==> config.mk <==
export PLATFORM = sky130hd
export DESIGN_NAME = power_control
export DESIGN_NICKNAME = d
export VERILOG_FILES = /design/src/rtl/variable_pkg.sv /design/src/rtl/tick_divider.sv /design/src/rtl/power_control.sv
export SDC_FILE = /design/constraint.sdc
export NUM_CORES = 1
export LEC_CHECK = 0
export ABC_CLOCK_PERIOD_IN_PS = 3000
export BUFFER_PORTS_ARGS = -buffer_cell sky130_fd_sc_hd__buf_2
export CORE_MARGIN = 3
export CORE_UTILIZATION = 30
export CTS_CLUSTER_SIZE = 24
export DETAILED_ROUTE_END_ITERATION = 10
export MAX_ROUTING_LAYER = met4
export SETUP_SLACK_MARGIN = 0.15
export SKIP_LAST_GASP = 1
export SLEW_MARGIN = 20
export SYNTH_ARGS = -nofsm -noshare
export SYNTH_HDL_FRONTEND = slang
export SYNTH_HIERARCHICAL = 1
export SYNTH_SLANG_ARGS = --single-unit
==> constraint.sdc <==
create_clock -name clk60MHz -period 3 [get_ports clk60MHz]
set_input_delay 0.3 -clock clk60MHz [delete_from_list [all_inputs] [get_ports clk60MHz]]
set_output_delay 0.3 -clock clk60MHz [all_outputs]
set_load 0.02 [all_outputs]
==> src/rtl/variable_pkg.sv <==
// Shared game constants: player encodings, meter limits and the charge-meter state type.
package variable_pkg;

  localparam logic [1:0] PLAYER_1 = 2'd1;
  localparam logic [1:0] PLAYER_2 = 2'd2;

  localparam logic [4:0] POWER_MAX = 5'd31;
  localparam logic [4:0] POWER_MIN = 5'd1;

  typedef enum logic [1:0] {
    IDLE,
    CHARGE,
    FIRED
  } power_state_t;

endpackage

==> src/rtl/tick_divider.sv <==
// Free-running cycle divider: tick is high for one cycle every DIV cycles while clear is low.
module tick_divider #(
  parameter int DIV = 1_000_000
) (
  input  logic clk,
  input  logic rst,
  input  logic clear,
  output logic tick
);

  localparam int CW = (DIV > 1) ? $clog2(DIV) : 1;
  localparam logic [CW-1:0] LAST = CW'(DIV - 1);

  logic [CW-1:0] cnt;

  assign tick = ~clear & (cnt == LAST);

  always_ff @(posedge clk or posedge rst) begin
    if (rst) begin
      cnt <= '0;
    end else if (clear || cnt == LAST) begin
      cnt <= '0;
    end else begin
      cnt <= cnt + 1'b1;
    end
  end

endmodule

==> src/rtl/power_control.sv <==
// Charge meter: ping-pongs power 1..31 while fire is held, emits a one-cycle throw on release.
module power_control
  import variable_pkg::*;
#(
  parameter int STEP_DIV = 1_000_000
) (
  input  logic       clk60MHz,
  input  logic       rst,
  input  logic [1:0] current_player,
  input  logic       fire,
  output logic [4:0] power,
  output logic       throw,
  output logic [4:0] throw_power,
  output logic [1:0] throw_player
);

  power_state_t state;
  logic         fire_q;
  logic [1:0]   player_q;
  logic         dir_up;
  logic         step_tick;
  logic         rise;
  logic         valid;
  logic         turn_change;
  logic [5:0]   next_step;

  // Next {direction, power} of the ping-pong sweep; bounces at both ends, never wraps.
  function automatic logic [5:0] sweep(input logic [4:0] p, input logic up);
    if (up) begin
      return (p >= POWER_MAX) ? {1'b0, POWER_MAX - 5'd1} : {1'b1, p + 5'd1};
    end else begin
      return (p <= POWER_MIN) ? {1'b1, POWER_MIN + 5'd1} : {1'b0, p - 5'd1};
    end
  endfunction

  assign rise        = fire & ~fire_q;
  assign valid       = (current_player == PLAYER_1) || (current_player == PLAYER_2);
  assign turn_change = (current_player != player_q);
  assign next_step   = sweep(power, dir_up);

  tick_divider #(
    .DIV(STEP_DIV)
  ) u_tick_divider (
    .clk  (clk60MHz),
    .rst  (rst),
    .clear(state != CHARGE),
    .tick (step_tick)
  );

  always_ff @(posedge clk60MHz or posedge rst) begin
    if (rst) begin
      state        <= IDLE;
      power        <= '0;
      throw        <= 1'b0;
      throw_power  <= '0;
      throw_player <= '0;
      dir_up       <= 1'b1;
      fire_q       <= 1'b0;
      player_q     <= '0;
    end else begin
      fire_q   <= fire;
      player_q <= current_player;
      throw    <= 1'b0;
      // An aborted turn always wins, even over a same-cycle release.
      if (turn_change || !valid) begin
        state <= IDLE;
        power <= '0;
      end else begin
        case (state)
          IDLE: begin
            power <= '0;
            if (rise) begin
              state  <= CHARGE;
              power  <= POWER_MIN;
              dir_up <= 1'b1;
            end
          end
          CHARGE: begin
            if (!fire) begin
              state        <= FIRED;
              throw        <= 1'b1;
              throw_power  <= power;
              throw_player <= current_player;
            end else if (step_tick) begin
              dir_up <= next_step[5];
              power  <= next_step[4:0];
            end
          end
          FIRED: begin
            state <= FIRED;
          end
          default: begin
            state <= IDLE;
            power <= '0;
          end
        endcase
      end
    end
  end

endmodule

======== Yosys cells after proc, flatten, opt, wreduce, memory -nomap -nowiden ========
Cells that the tools add are included.
storage, ports and cells
  bits in registers ....................... 39
  bits of input ports ..................... 5
  output and inout port bits .............. 13
  word-level logic and storage cells ...... 65
operators by class
  add/subtract/negate cells ............... 3
  $lt $le $gt $ge ......................... 2
  equality and inequality tests ........... 15
  mux-type cells .......................... 20
  bitwise gates (word level) .............. 6
  reductions and logical operators ........ 10
operators with widths
  kind                     count
  $add A20 B1 Y20 const B  1
  $eq A20 B20 Y1 const B   1
  $mux W20                 1
  $mux W6                  3
  $mux W5                  3
  $pmux W5 S3              1
  $ne A3 B3 Y1 const B     4
  $ne A2 B2 Y1 const B     4
  $mux W1                  7
  $mux W2                  3
  $pmux W2 S3              1
  $reduce_and A3 Y1        2
  $add A5 B1 Y5 const B    1
  $ge A5 B5 Y1 const B     1
  $le A5 B1 Y1 const B     1
  $reduce_and A5 Y1        1
  $sub A5 B1 Y5 const B    1
  $eq A2 B1 Y1 const B     2
  $eq A2 B2 Y1 const B     2
  $not A1 Y1               4
  $logic_or A1 B1 Y1       3
  $and A1 B1 Y1            2
  $logic_not A2 Y1         1
  $ne A2 B1 Y1 const B     1
  5 further kinds          5

======== Longest topological paths before layout ========
  word-level depth ........................ 7
  gate-level depth with buffers ........... 9
  mapped depth without buffers ............ 8

======== Hierarchy ========
Netlist, hierarchy kept.
modules (own cells, without submodules)
  module         times used  cells an instance  area each (um^2)
  power_control  1           109                1111.1
  tick_divider   1           107                1029.7

======== Worst setup path after synthesis ========
OpenSTA, ideal clock, no wires.
  kind .................................... register to register
  from .................................... register u_tick_divider.cnt[6]
  to ...................................... register dir_up
  arrival time ............................ 2.356 ns
  required time ........................... 2.915 ns
  slack ................................... 0.559 ns
  cell stages (with the launch flop) ...... 7
  path buffers ............................ 0
  clock period less this slack ............ 2.441 ns
  path through ............................ dfrtp_1 or4b_1 or4_4 nor3_1 o21ai_0 nor4b_2 mux2_1
on the way
  cells in the longest elaborated chain, start to end .. 4
RTL lines
  element                      RTL line             RTL
  start, declared              tick_divider.sv:14   logic [CW-1:0] cnt;
  start signal, assigned       tick_divider.sv:24   cnt <= cnt + 1'b1;
  $eq A20 B20 Y1               tick_divider.sv:16   assign tick = ~clear & (cnt == LAST);
  $and A1 B1 Y1                tick_divider.sv:16
  named net step_tick          power_control.sv:21  logic step_tick;
  $ne A2 B2 Y1 (no line)       -
  $reduce_and A5 Y1 (no line)  -
  end signal, assigned         power_control.sv:85  dir_up <= next_step[5];
  end, declared                power_control.sv:20  logic dir_up;
The timed path passes the listed nets, and every way through them passes these cells.
A chain may end at the register's enable or synchronous reset.

======== Final worst setup path ========
Same ends and word-level chain as after synthesis.

==> results by group <==
CTS
  • # clock sinks: 39
  • Hold buffer count at CTS: 0
  • CTS tree: yes
  • CTS H-tree depth: 2
  • Worst-Skew Late Latency: around 300 ps
  • Clock transition at the registers of the reported paths: 80 ps
  • CTS root buf: clkbuf_8
  • Post-CTS Repair Setup Buffers: 0
  • CTS Buf Count: 5
  • Longest Clk Path Bufs: 2

Die
  • Die height: just over 90 um
  • Total core area: around 6900 sq um
  • Initial core utilization: a little under a third
  • FP Rows: 30
  • Die ar.: 8190 sq um
  • I/O pins: 18
  • Die X: about 90 um

Route
  • DRT iter0 DRCs: between 90 and 100
  • Final ANT Viol Nets: 0
  • Pre-antenna DRT Iters: 4
  • Mean routed wirelength per cell: between 10 and 15 um
  • Final wirelength: a little over 4 mm
  • Vias per inst: 4.84
  • Via count: ~1600
  • Remaining DRCs: 0

STA
  • Fmax: ~0.40 GHz
  • Fin. Hold Viols: 0
  • RSZ-0062 raised after global routing: no
  • Minimum clock period after layout: around 2500 ps
  • Final hold slack: approximately 130 ps
  • Slew Limit Fails: 0
  • Final Cycle Share: a little over four fifths
  • Final setup violation count: 0
  • Final clock skew: between 10 and 15 ps
  • Worst-Margin Slew: between 700 and 800 ps
  • Worst relative slew slack: approximately half
  • Setup_tns: 0 ps

Yosys
  • Synth Area in Adders: around 4.7%
  • Synth Area in Compound Gates: about 14%
  • Yosys warning count: 6
  • Seq cells post-synth: 39
  • Mux contribution to synthesized area: under 10%
  • Synth Cell Area: 2140 sq um
  • Yosys top cell by area: dfrtp_1
  • Most used DFF post-synth: dfrtp_1
  • Syn Inst Count: ~220
  • Main area contributors after synthesis: dfrtp_1, ha_1, xnor2_1
  • Yosys cell types: between 50 and 60
  • Register area share after synthesis: a little under half
  • Post-synthesis net count: ~230
  • Post-synth ARST share: 100%
  • Syn_area_per_cell: 9.91 sq um
  • EDFF count, synth: 0
  • Simple-Gate Fraction of Synth Area: 23.0%
  • Post-Synth XOR/XNOR Area: under 10%
  • Largest family of logic cells by synthesized area: simple AND/OR/NAND/NOR gates
  • Share of the synthesized area in the top cell type: around 44%

Global route
  • Largest net degree at the start of global routing: 21
  • Global route total overflow: 0
  • GRT Total Usage: between 10 and 15%
  • Vias in the first global route: between 1500 and 2000
  • Initial antenna violation count: 0
  • First-pass GRT wire length: 7.45 mm

Setup path
  • Data arrival time of the critical path: about 2700 ps
  • Worst-path fanout max: 4
  • CP endpoint kind: flip-flop
  • Delay-heaviest family, CP: simple AND/OR/NAND/NOR gates
  • CP peak stage delay: around 550 ps
  • Critical path, cell by cell: or4b_1 -> or4_4 -> nor3_2 -> o21ai_0 -> nor4b_2 -> mux2_1
  • CP Launch Type: flip-flop
  • Setup CP Type: flip-flop to flip-flop
  • Required @ worst endpoint: roughly 3200 ps
  • Buf/Inv on CP: 0
  • Crit path max-delay cell type: or4_4

Finish
  • Antenna fix cells: 0
  • Share of layout cells above drive strength 1: around a fifth
  • Fin nets: 247
  • Area Overhead vs Synth: 13.3%

Hold path
  • Min-Delay Path Class: input port to flip-flop

Placement
  • HPWL after DPL: around 2.9 mm
  • PortBufs: 17
  • GP Congestion: ~0.8

Outcome
  • Outcome: finished, final reports clean

Power and ir drop
  • PwrDens: between 400 and 500 nW/um^2
  • Total chip power: 1.07 mW
  • Leakage power: slightly above 1 nW
  • Peak supply drop: about 0.00023 V

Run
  • Max-Cap Viols: 0
-- stage by stage --
stage          util [%]  setup WS (ps)  cell area [sq um]  cells
6_report           35.3            496               2430    331
5_1_grt            35.3            273               2430    331
4_1_cts            35.2            389               2420    331
3_5_place_dp       33.5            402               2300    323
3_3_place_gp       33.5            447               2300    323
2_1_floorplan         -            559               2140    216
-- sequential cells by signal, indices dropped and copies added (netlist names) --
| signal | count |
|---|---|
| power | 5 |
| fire_q | 1 |
| state | 2 |
| throw_player | 2 |
| throw_power | 5 |
| dir_up | 1 |
| throw | 1 |
| u_tick_divider/cnt | 20 |
| player_q | 2 |
-- worst register-to-register path: cells and delay by family (launching register included) --
kind | cells | cell delay, ps
AND/OR/NAND/NOR | 4 | 1540
flip-flops | 1 | 420
AO/OA/AOI/OAI | 1 | 120
multiplexers | 1 | 350
-- cells in the mapped netlist, drive strengths merged, types with 2 or more instances --
| library cell | instances |
|---|---|
| or3 | 4 |
| nor4 | 4 |
| nand4 | 3 |
| nor2 | 23 |
| mux2 | 4 |
| inv | 17 |
| buf | 6 |
| o311a | 2 |
| or4b | 2 |
| nand2 | 15 |
| o21a | 2 |
| or4 | 8 |
| a21oi | 9 |
| o31ai | 4 |
| xor2 | 3 |
| nor2b | 3 |
| o21ai | 13 |
| a21o | 2 |
| xnor2 | 10 |
| nor3 | 3 |
| nand3 | 9 |
| ha | 8 |
| dfrtp | 38 |
| and4bb | 2 |
| or2 | 2 |
-- final cells by class --
class	instances	area, sq um
timing repair buffer	17	85.1
inverter	17	63.8
multi-input combinational	154	1060
tap	96	120
clock inverter	2	35.0
sequential	39	977
clock buffer	6	82.6
fill	698	4440
-- per-layer routing --
metal	routed length, um	vias up	share of wire (%)	GRT usage [%]
met5	0	-	0	-
met4	17	0	0.41	3.06
met3	168	2	4.0	2.75
met2	1960	37	47	17.7
met1	2010	767	48	14.5
li1	-	796	-	-
-- final timing paths --
check | start | end | slack, ps | depth (start not counted)
max in group asynchronous | rst | u_tick_divider/cnt[13]$_DFF_PP0_ | 2350 | 2
min | current_player[0] | player_q[0]$_DFF_PP0_ | 130 | 1
max reg2reg | u_tick_divider/cnt[6]$_DFF_PP0_ | dir_up$_DFFE_PP1P_ | 500 | 6
min reg2reg | throw_power[4]$_DFFE_PP0P_ | throw_power[4]$_DFFE_PP0P_ | 480 | 2
max | u_tick_divider/cnt[6]$_DFF_PP0_ | dir_up$_DFFE_PP1P_ | 500 | 6
min in group asynchronous | rst | player_q[1]$_DFF_PP0_ | 150 | 2
-- what timing repair did --
item | CTS | global route
gates resized for setup | 0 | 1
endpoints found under the hold margin | 0 | 0
endpoints found under the setup margin | 0 | 1
-- layout by cell type (no fill, tap or decap), types with 3 or more instances in the layout --
| cell | n |
|---|---|
| a21oi_1 | 9 |
| buf_2 | 17 |
| ha_1 | 8 |
| xor2_1 | 3 |
| or3_1 | 4 |
| inv_1 | 17 |
| nor2b_1 | 3 |
| o21ai_0 | 11 |
| xnor2_1 | 10 |
| clkbuf_8 | 6 |
| or4_1 | 6 |
| mux2_2 | 3 |
| o31ai_1 | 4 |
| dfrtp_1 | 38 |
| nand2_1 | 15 |
| nand4_1 | 3 |
| nor2_1 | 22 |
| nand3_1 | 8 |
| nor4_1 | 4 |
-- cell families after synthesis --
kind of cell | count (synthesis)
adder cells (fa/ha/maj) | 8
XOR/XNOR | 13
buffers and inverters | 23
AND/OR/NAND/NOR | 86
flip-flops | 39
multiplexers | 5
AO/OA/AOI/OAI | 42
-- where the power goes --
part | switching (mW) | internal [mW] | leakage [nW] | total, mW
combinational | 0.0442 | 0.0241 | 0.437 | 0.0683
sequential | 0.00742 | 0.536 | 0.534 | 0.543
clock | 0.190 | 0.269 | 0.0612 | 0.460
No activity file was read; power rests on OpenSTA's default activity.
